### src/rtl/twiddle_rotator_pkg.sv
// Shared constants for the twiddle rotator: Q-format of the coefficients,
// saturation helpers and the coefficient-table control states.
package twiddle_rotator_pkg;

  localparam int Q_FRAC     = 7;
  localparam int Q_COEF_W   = 9;
  localparam int DEF_N      = 16;
  localparam int DEF_MSB    = 16;
  localparam int DEF_DATA_W = 16;

  typedef enum logic {
    LOAD  = 1'b0,
    READY = 1'b1
  } ctrl_state_t;

  // Largest / smallest two's-complement value representable in w bits.
  function automatic int sat_max(input int w);
    return (1 << (w - 1)) - 1;
  endfunction

  function automatic int sat_min(input int w);
    return -(1 << (w - 1));
  endfunction

endpackage

### src/rtl/twiddle_rotator_if.sv
// Coefficient-load, sample-in and result-out bundle of the twiddle rotator.
// The master side is the upstream mapper / sample source.
interface twiddle_rotator_if #(
  parameter int N      = 16,
  parameter int MSB    = 16,
  parameter int DATA_W = 16
);
  localparam int AW = $clog2(N / 2);

  logic                     coef_we;
  logic [AW-1:0]            coef_addr;
  logic [MSB-1:0]           c_in;
  logic [MSB-1:0]           cps_in;
  logic [MSB-1:0]           cms_in;
  logic                     coef_done;
  logic                     in_valid;
  logic [AW-1:0]            in_idx;
  logic signed [DATA_W-1:0] in_re;
  logic signed [DATA_W-1:0] in_im;
  logic                     coef_ready;
  logic                     out_valid;
  logic signed [DATA_W-1:0] out_re;
  logic signed [DATA_W-1:0] out_im;
  logic                     err;

  modport master (
    output coef_we, coef_addr, c_in, cps_in, cms_in, coef_done,
    output in_valid, in_idx, in_re, in_im,
    input  coef_ready, out_valid, out_re, out_im, err
  );

  modport slave (
    input  coef_we, coef_addr, c_in, cps_in, cms_in, coef_done,
    input  in_valid, in_idx, in_re, in_im,
    output coef_ready, out_valid, out_re, out_im, err
  );

endinterface

### src/rtl/twiddle_rotator_cmult3.sv
// Three-stage, three-multiplier complex product (a + jb)(c + js) using the
// precomputed c+s / c-s coefficients; floor-scaled by FRAC and saturated.
module cmult3_pipe
  import twiddle_rotator_pkg::*;
#(
  parameter int DATA_W = DEF_DATA_W,
  parameter int COEF_W = Q_COEF_W,
  parameter int FRAC   = Q_FRAC
) (
  input  logic                     clk,
  input  logic                     rst_n,
  input  logic                     in_valid,
  input  logic signed [DATA_W-1:0] a,
  input  logic signed [DATA_W-1:0] b,
  input  logic signed [COEF_W-1:0] c,
  input  logic signed [COEF_W-1:0] cps,
  input  logic signed [COEF_W-1:0] cms,
  output logic                     out_valid,
  output logic signed [DATA_W-1:0] re,
  output logic signed [DATA_W-1:0] im
);

  localparam int S_W = DATA_W + 1;
  localparam int P_W = DATA_W + COEF_W + 1;
  localparam int D_W = P_W + 1;
  localparam logic signed [D_W-1:0] MAXV = D_W'(sat_max(DATA_W));
  localparam logic signed [D_W-1:0] MINV = D_W'(sat_min(DATA_W));

  logic                     v1, v2;
  logic signed [S_W-1:0]    s1;
  logic signed [DATA_W-1:0] a1, b1;
  logic signed [COEF_W-1:0] c1, cps1, cms1;
  logic signed [P_W-1:0]    k1, k2, k3;
  logic signed [D_W-1:0]    re_full, im_full, re_sh, im_sh;
  logic signed [DATA_W-1:0] re_sat, im_sat;

  always_ff @(posedge clk or negedge rst_n) begin
    if (!rst_n) begin
      v1   <= 1'b0;
      s1   <= '0;
      a1   <= '0;
      b1   <= '0;
      c1   <= '0;
      cps1 <= '0;
      cms1 <= '0;
    end else begin
      v1 <= in_valid;
      if (in_valid) begin
        s1   <= S_W'(a) + S_W'(b);
        a1   <= a;
        b1   <= b;
        c1   <= c;
        cps1 <= cps;
        cms1 <= cms;
      end
    end
  end

  always_ff @(posedge clk or negedge rst_n) begin
    if (!rst_n) begin
      v2 <= 1'b0;
      k1 <= '0;
      k2 <= '0;
      k3 <= '0;
    end else begin
      v2 <= v1;
      if (v1) begin
        k1 <= P_W'(c1) * P_W'(s1);
        k2 <= P_W'(b1) * P_W'(cps1);
        k3 <= P_W'(a1) * P_W'(cms1);
      end
    end
  end

  // re = k1 - k2 = ac - bs, im = k1 - k3 = bc + as; >>> gives floor rounding.
  always_comb begin
    re_full = D_W'(k1) - D_W'(k2);
    im_full = D_W'(k1) - D_W'(k3);
    re_sh   = re_full >>> FRAC;
    im_sh   = im_full >>> FRAC;
    re_sat  = re_sh[DATA_W-1:0];
    im_sat  = im_sh[DATA_W-1:0];
    if (re_sh > MAXV)      re_sat = MAXV[DATA_W-1:0];
    else if (re_sh < MINV) re_sat = MINV[DATA_W-1:0];
    if (im_sh > MAXV)      im_sat = MAXV[DATA_W-1:0];
    else if (im_sh < MINV) im_sat = MINV[DATA_W-1:0];
  end

  always_ff @(posedge clk or negedge rst_n) begin
    if (!rst_n) begin
      out_valid <= 1'b0;
      re        <= '0;
      im        <= '0;
    end else begin
      out_valid <= v2;
      if (v2) begin
        re <= re_sat;
        im <= im_sat;
      end
    end
  end

endmodule

### src/rtl/twiddle_rotator.sv
// Captures per-stage twiddle coefficients into local tables and rotates
// lower-leg butterfly samples by W = c + j*s through cmult3_pipe.
module twiddle_rotator
  import twiddle_rotator_pkg::*;
#(
  parameter int N      = DEF_N,
  parameter int MSB    = DEF_MSB,
  parameter int COEF_W = Q_COEF_W,
  parameter int DATA_W = DEF_DATA_W,
  parameter int FRAC   = Q_FRAC
) (
  input logic              clk,
  input logic              rst_n,
  twiddle_rotator_if.slave bus
);

  localparam int ENTRIES = N / 2;

  ctrl_state_t       state;
  logic              coef_ready;
  logic              err;
  logic              accept;
  logic [COEF_W-1:0] c_mem   [ENTRIES];
  logic [COEF_W-1:0] cps_mem [ENTRIES];
  logic [COEF_W-1:0] cms_mem [ENTRIES];
  logic              unused_coef_hi;

  assign unused_coef_hi = ^{bus.c_in[MSB-1:COEF_W], bus.cps_in[MSB-1:COEF_W],
                            bus.cms_in[MSB-1:COEF_W]};

  // Table writes are never blocked; the FSM only tracks whether it is complete.
  always_ff @(posedge clk) begin
    if (bus.coef_we) begin
      c_mem[bus.coef_addr]   <= bus.c_in[COEF_W-1:0];
      cps_mem[bus.coef_addr] <= bus.cps_in[COEF_W-1:0];
      cms_mem[bus.coef_addr] <= bus.cms_in[COEF_W-1:0];
    end
  end

  // coef_done wins over a simultaneous write so the last write can close the load.
  always_ff @(posedge clk or negedge rst_n) begin
    if (!rst_n) begin
      state      <= LOAD;
      coef_ready <= 1'b0;
      err        <= 1'b0;
    end else begin
      case (state)
        LOAD: begin
          if (bus.coef_done) begin
            state      <= READY;
            coef_ready <= 1'b1;
          end
        end
        READY: begin
          if (!bus.coef_done && bus.coef_we) begin
            state      <= LOAD;
            coef_ready <= 1'b0;
          end
        end
        default: begin
          state      <= LOAD;
          coef_ready <= 1'b0;
        end
      endcase
      if (bus.in_valid && !coef_ready) err <= 1'b1;
    end
  end

  assign accept         = bus.in_valid & coef_ready;
  assign bus.coef_ready = coef_ready;
  assign bus.err        = err;

  cmult3_pipe #(
    .DATA_W (DATA_W),
    .COEF_W (COEF_W),
    .FRAC   (FRAC)
  ) u_cmult (
    .clk       (clk),
    .rst_n     (rst_n),
    .in_valid  (accept),
    .a         (bus.in_re),
    .b         (bus.in_im),
    .c         (c_mem[bus.in_idx]),
    .cps       (cps_mem[bus.in_idx]),
    .cms       (cms_mem[bus.in_idx]),
    .out_valid (bus.out_valid),
    .re        (bus.out_re),
    .im        (bus.out_im)
  );

endmodule

### src/flat_wrapper.sv
// flat-port wrapper written by rule: the top's interface ports become plain ports
module twiddle_rotator_flat import twiddle_rotator_pkg::*;
#(
  parameter int N      = DEF_N,
  parameter int MSB    = DEF_MSB,
  parameter int COEF_W = Q_COEF_W,
  parameter int DATA_W = DEF_DATA_W,
  parameter int FRAC   = Q_FRAC
)
  (clk, rst_n, bus_coef_we, bus_coef_addr, bus_c_in, bus_cps_in, bus_cms_in, bus_coef_done, bus_in_valid, bus_in_idx, bus_in_re, bus_in_im, bus_coef_ready, bus_out_valid, bus_out_re, bus_out_im, bus_err);
  twiddle_rotator_if #(.N(N), .MSB(MSB), .DATA_W(DATA_W)) bus_i ();
  input logic clk;
  input logic rst_n;
  input wire logic [$bits(bus_i.coef_we)-1:0] bus_coef_we;
  input wire logic [$bits(bus_i.coef_addr)-1:0] bus_coef_addr;
  input wire logic [$bits(bus_i.c_in)-1:0] bus_c_in;
  input wire logic [$bits(bus_i.cps_in)-1:0] bus_cps_in;
  input wire logic [$bits(bus_i.cms_in)-1:0] bus_cms_in;
  input wire logic [$bits(bus_i.coef_done)-1:0] bus_coef_done;
  input wire logic [$bits(bus_i.in_valid)-1:0] bus_in_valid;
  input wire logic [$bits(bus_i.in_idx)-1:0] bus_in_idx;
  input wire logic [$bits(bus_i.in_re)-1:0] bus_in_re;
  input wire logic [$bits(bus_i.in_im)-1:0] bus_in_im;
  output wire logic [$bits(bus_i.coef_ready)-1:0] bus_coef_ready;
  output wire logic [$bits(bus_i.out_valid)-1:0] bus_out_valid;
  output wire logic [$bits(bus_i.out_re)-1:0] bus_out_re;
  output wire logic [$bits(bus_i.out_im)-1:0] bus_out_im;
  output wire logic [$bits(bus_i.err)-1:0] bus_err;
  assign bus_i.coef_we = bus_coef_we;
  assign bus_i.coef_addr = bus_coef_addr;
  assign bus_i.c_in = bus_c_in;
  assign bus_i.cps_in = bus_cps_in;
  assign bus_i.cms_in = bus_cms_in;
  assign bus_i.coef_done = bus_coef_done;
  assign bus_i.in_valid = bus_in_valid;
  assign bus_i.in_idx = bus_in_idx;
  assign bus_i.in_re = bus_in_re;
  assign bus_i.in_im = bus_in_im;
  assign bus_coef_ready = bus_i.coef_ready;
  assign bus_out_valid = bus_i.out_valid;
  assign bus_out_re = bus_i.out_re;
  assign bus_out_im = bus_i.out_im;
  assign bus_err = bus_i.err;
  twiddle_rotator #(.N(N), .MSB(MSB), .COEF_W(COEF_W), .DATA_W(DATA_W), .FRAC(FRAC)) u_core (.clk(clk), .rst_n(rst_n), .bus(bus_i));
endmodule
### config.mk
export PLATFORM = sky130hd
export DESIGN_NAME = twiddle_rotator_flat
export DESIGN_NICKNAME = d
export VERILOG_FILES = /design/src/rtl/twiddle_rotator_pkg.sv /design/src/rtl/twiddle_rotator_if.sv /design/src/rtl/twiddle_rotator_cmult3.sv /design/src/rtl/twiddle_rotator.sv /design/src/flat_wrapper.sv
export SDC_FILE = /design/constraint.sdc
export NUM_CORES = 2
export LEC_CHECK = 0
export CAP_MARGIN = 20
export CORE_AREA = 2 2 290 292
export CTS_CLUSTER_DIAMETER = 200
export DETAILED_ROUTE_END_ITERATION = 16
export DIE_AREA = 0 0 292 294
export PLACE_DENSITY = 0.56
export SYNTH_ARGS = -nofsm -noshare
export SYNTH_HDL_FRONTEND = slang
export SYNTH_HIERARCHICAL = 1
export SYNTH_SLANG_ARGS = --single-unit
### constraint.sdc
create_clock -name clk -period 7.35 [get_ports clk]
set_clock_uncertainty 0.2 [all_clocks]
set_input_delay 1.8375 -clock clk [delete_from_list [all_inputs] [get_ports clk]]
set_output_delay 1.8375 -clock clk [all_outputs]
set_load 0.03 [all_outputs]
==> impl_summary.md <==
Drt
The pre-antenna-repair detailed-routing pass consisted of 5 iterations. The number of remaining DRC errors is 0. Summed over all layers, the routed wires come to 78.8 mm. The via density per instance is 5.15. Detailed routing inserted a total of 20,500 vias. In the final routed layout, each cell accounts on average for 19.8 µm. After the first detailed-routing iteration, the DRC count stood at 1,187.

The remaining antenna violation count is 0.

Job
The max-capacitance violation count is 0.

GRT
The total congestion overflow is 0. The via count of the first global-routing pass is approximately 22,000. The global-route wire length before repair is 126 mm. The number of antenna violations at the first check in global routing was 8. The maximum number of pins on one net before global-route repair is 85. In the global route stage, overall resource usage came out at 18.7%.

Clock network
The hold-fix buffer count after cts is 0. The clock latency at the later pin of the worst-skew pair is slightly above 0.6 ns. The buffer cell driving the clock tree root is sky130_fd_sc_hd__clkbuf_16.

TritonCTS created 46 clock buffers. TritonCTS built the clock tree. Counting every sink on the clock net gives 406. The H-tree was split into 2 levels.

The number of setup buffers added after CTS is 0. The maximum count of clock buffers along a single path is 3. The post-cts gate resize count is 0. The clock transition time at the flip-flop clock pins of the worst setup and hold paths is approximately 0.06 ns.

STA
The number of endpoints failing setup at the final stage is 0. The final worst hold slack is 0.245 ns. Setup repair after global routing left no endpoint under its margin.

The count of pins over their slew limit came to 0. After layout, the minimum clock period comes to 6.41 ns. The worst-case headroom to the max-slew limit is a little over a third.

In the final timing run, aggregate negative setup slack is 0 ns. The worst-margin pin slew is between 0.9 and 1 ns. Of the available clock period, the critical path in the final layout requires 87.2%. The final number of hold-violating endpoints was 0.

The highest attainable clock frequency is 156 MHz.

Critical path
The library cell contributing the largest single delay on the critical path is sky130_fd_sc_hd__dfrtp_1. For the worst setup path, the data required time is 7.60 ns. The biggest fanout along the worst timing path is 17.

Together, buffers and inverters on the worst path number 3. STA classifies the critical path endpoint as a flop. For this run, the slowest stage of the critical path takes 0.80 ns. The critical path is of the reg2reg type. The kind of cell with the highest combined delay along the critical path is adder cells. By instance count, the cell type seen most on the critical path is sky130_fd_sc_hd__fa_1. Walking the worst path, the cells encountered are nand2_1, fa_1, inv_1, fa_1, ha_1, inv_1, fa_1, inv_1, ha_1, ha_1, fa_1, a21o_1, a21oi_1, o21bai_1, a21o_1, a21oi_1, o211ai_1, a21o_1, a211oi_1, a22oi_1, xnor2_1, a21oi_1. The critical path data arrival time is 6.66 ns. The worst setup path is launched from a flop.

Synthesis
The post-synthesis instance area is 0.0328 mm². The fraction of synthesis flops using an asynchronous set or reset pin is roughly 47%. The unique cell type count in the Yosys netlist is 79.

Counting every instance in the synthesized netlist gives roughly 2,800. During synthesis, Yosys emitted a total of 6 warnings. The synthesized area per cell is 11.6 µm². The dominant synthesized flop cell is sky130_fd_sc_hd__edfxtp_1. Synthesis inferred about 410 register bits.

When the netlist entered floorplanning its net count stood at 3,511. Yosys mapped a number of flops with a built-in enable equal to ~220. Of the synthesized area, sequential elements account for 34.3%.

Placed design
Once placement finished, the instance area stood at 0.0348 mm². The total of buffers placed on input and output ports is roughly 100. Routability-driven placement finished with a final weighted congestion of 0.839.

The placed wire-length estimate is around 60 mm. Including well taps, the total number of placed cells is 3,906.

Floorplan
The floorplan step defined a core boundary enclosing 0.0829 mm². The floorplan die area is around 0.086 mm². The floorplan step set the die height to ~300 µm. 126 I/O pins were placed. The number of cell rows is 106. Once the floorplan was initialized, standard cells occupied 39.6% of the core. The floorplan step set the die width to 292 µm.

Cells and area
The total of fill cells in the finished design is roughly 7,600. The finished layout holds 3,987 standard cells, fillers aside. The number of antenna diodes in the final layout is 0. The library cells used most frequently in the layout, excluding fill and tap cells, are 375 x sky130_fd_sc_hd__inv_1, 365 x sky130_fd_sc_hd__fa_1, 271 x sky130_fd_sc_hd__nand2_1, 224 x sky130_fd_sc_hd__ha_1, 216 x sky130_fd_sc_hd__edfxtp_1. The area growth from synthesis to layout is 10.6%. The area of all placed cells without fillers is between 0.03 and 0.04 mm². After the last flow step, the layout net total stands at 3,554. The most common library cell in the layout ignoring fill and taps is sky130_fd_sc_hd__inv_1. The share of post-route cells with drive strength above 1 is 8.05%.

Outcome
The run finished with clean final reports.

Worst hold path
In this run the worst hold path is classified as reg2reg.
==> cells by family after synthesis <==
group	synth area share [%]
multiplexers	8.30
AO/OA/AOI/OAI	6.86
flip-flops	34.3
XOR/XNOR	2.80
AND/OR/NAND/NOR	11.0
adder cells (fa/ha/maj)	30.8
buffers and inverters	5.97
==> per-stage QoR <==
stage	worst slack [ns]	util, %
floorplan	1.43	-
global placement	1.07	42.0
detailed placement	0.957	42.0
CTS	0.959	43.8
global route	0.637	43.8
finish	0.941	43.8
==> layout make-up <==
cell class / instances / area (µm²) / area share [%]
inverters: 375 / 1410 / 3.88
well taps: 1080 / 1350 / 3.72
clock buffers: 63 / 1250 / 3.46
repair buffers: 125 / 1200 / 3.31
multi-input cells: 1920 / 19600 / 54.1
clock inverters: 18 / 193 / 0.531
flip-flops and latches: 406 / 11200 / 31.0
==> sequential cells by signal, indices dropped and copies added, names as in the netlist, 16 cells and up <==
| register | count |
|---|---|
| u_core/c_mem | 72 |
| u_core/cms_mem | 72 |
| u_core/cps_mem | 72 |
| u_core/u_cmult/a1 | 16 |
| u_core/u_cmult/b1 | 16 |
| u_core/u_cmult/im | 16 |
| u_core/u_cmult/k1 | 26 |
| u_core/u_cmult/k2 | 25 |
| u_core/u_cmult/k3 | 25 |
| u_core/u_cmult/re | 16 |
| u_core/u_cmult/s1 | 17 |
==> synth_stat cells, types with 6 or more instances <==
library cell	instances	area, µm²
sky130_fd_sc_hd__clkbuf_1	104	390
sky130_fd_sc_hd__nor2b_1	12	75.1
sky130_fd_sc_hd__nand2b_1	22	138
sky130_fd_sc_hd__nor3_1	29	145
sky130_fd_sc_hd__o21bai_1	14	105
sky130_fd_sc_hd__edfxtp_1	216	6490
sky130_fd_sc_hd__a31oi_1	8	50.1
sky130_fd_sc_hd__nand4_1	7	43.8
sky130_fd_sc_hd__nand3_1	27	135
sky130_fd_sc_hd__xor2_1	24	210
sky130_fd_sc_hd__o211ai_1	9	67.6
sky130_fd_sc_hd__mux4_1	54	1420
sky130_fd_sc_hd__a21o_1	30	225
sky130_fd_sc_hd__a211oi_1	14	105
sky130_fd_sc_hd__o21a_1	15	113
sky130_fd_sc_hd__o31ai_1	7	52.6
sky130_fd_sc_hd__a221o_1	33	330
sky130_fd_sc_hd__ha_1	224	2800
sky130_fd_sc_hd__buf_1	14	52.6
sky130_fd_sc_hd__dfrtp_1	190	4750
sky130_fd_sc_hd__nor2_1	101	379
sky130_fd_sc_hd__fa_1	365	7310
sky130_fd_sc_hd__a21boi_0	6	45.0
sky130_fd_sc_hd__nand2_1	271	1020
sky130_fd_sc_hd__or3_1	11	68.8
sky130_fd_sc_hd__a21oi_1	66	330
sky130_fd_sc_hd__a211o_1	7	61.3
sky130_fd_sc_hd__and3_1	27	169
sky130_fd_sc_hd__inv_1	375	1410
sky130_fd_sc_hd__o21ai_0	72	360
sky130_fd_sc_hd__xnor2_1	81	709
sky130_fd_sc_hd__mux2i_1	10	100
sky130_fd_sc_hd__and2_1	202	1260
sky130_fd_sc_hd__mux2_2	107	1200
sky130_fd_sc_hd__buf_6	8	90.1
==> worst register-to-register path, cell delays in order, from the launching register on <==
cell	delay [ns]
sky130_fd_sc_hd__dfrtp_1	0.80
sky130_fd_sc_hd__nand2_1	0.19
sky130_fd_sc_hd__fa_1	0.54
sky130_fd_sc_hd__inv_1	0.05
sky130_fd_sc_hd__fa_1	0.45
sky130_fd_sc_hd__ha_1	0.28
sky130_fd_sc_hd__inv_1	0.05
sky130_fd_sc_hd__fa_1	0.47
sky130_fd_sc_hd__inv_1	0.04
sky130_fd_sc_hd__ha_1	0.26
sky130_fd_sc_hd__ha_1	0.22
sky130_fd_sc_hd__fa_1	0.47
sky130_fd_sc_hd__a21o_1	0.17
sky130_fd_sc_hd__a21oi_1	0.23
sky130_fd_sc_hd__o21bai_1	0.09
sky130_fd_sc_hd__a21o_1	0.21
sky130_fd_sc_hd__a21oi_1	0.26
sky130_fd_sc_hd__o211ai_1	0.14
sky130_fd_sc_hd__a21o_1	0.21
sky130_fd_sc_hd__a211oi_1	0.36
sky130_fd_sc_hd__a22oi_1	0.15
sky130_fd_sc_hd__xnor2_1	0.30
sky130_fd_sc_hd__a21oi_1	0.11
==> layer usage <==
metal / vias up / global-route usage (%) / share of wire, %
met4: 16 / 4.61 / 2.3
li1: 9572 / - / -
met1: 10400 / 25.4 / 46
met5: - / 0 / 0.13
met2: 457 / 31.2 / 47
met3: 111 / 3.29 / 4.8
==> worst paths after layout <==
check	slack, ns	cells after the start	startpoint	to
worst max-delay path	0.94	22	u_core/u_cmult/cps1[1]	u_core/u_cmult/k2[23]
worst min-delay path	0.24	1	u_core/state	u_core/bus.coef_ready
worst max register to register	0.94	22	u_core/u_cmult/cps1[1]	u_core/u_cmult/k2[23]
worst min register to register	0.24	1	u_core/state	u_core/bus.coef_ready
max in group asynchronous	4.70	2	rst_n	u_core/u_cmult/v1
min in group asynchronous	1.00	1	rst_n	u_core/u_cmult/k3[19]
Power is left out: the tool's default activity adds up to more than one toggle a clock period on the data nets, which glitch-free logic cannot reach.
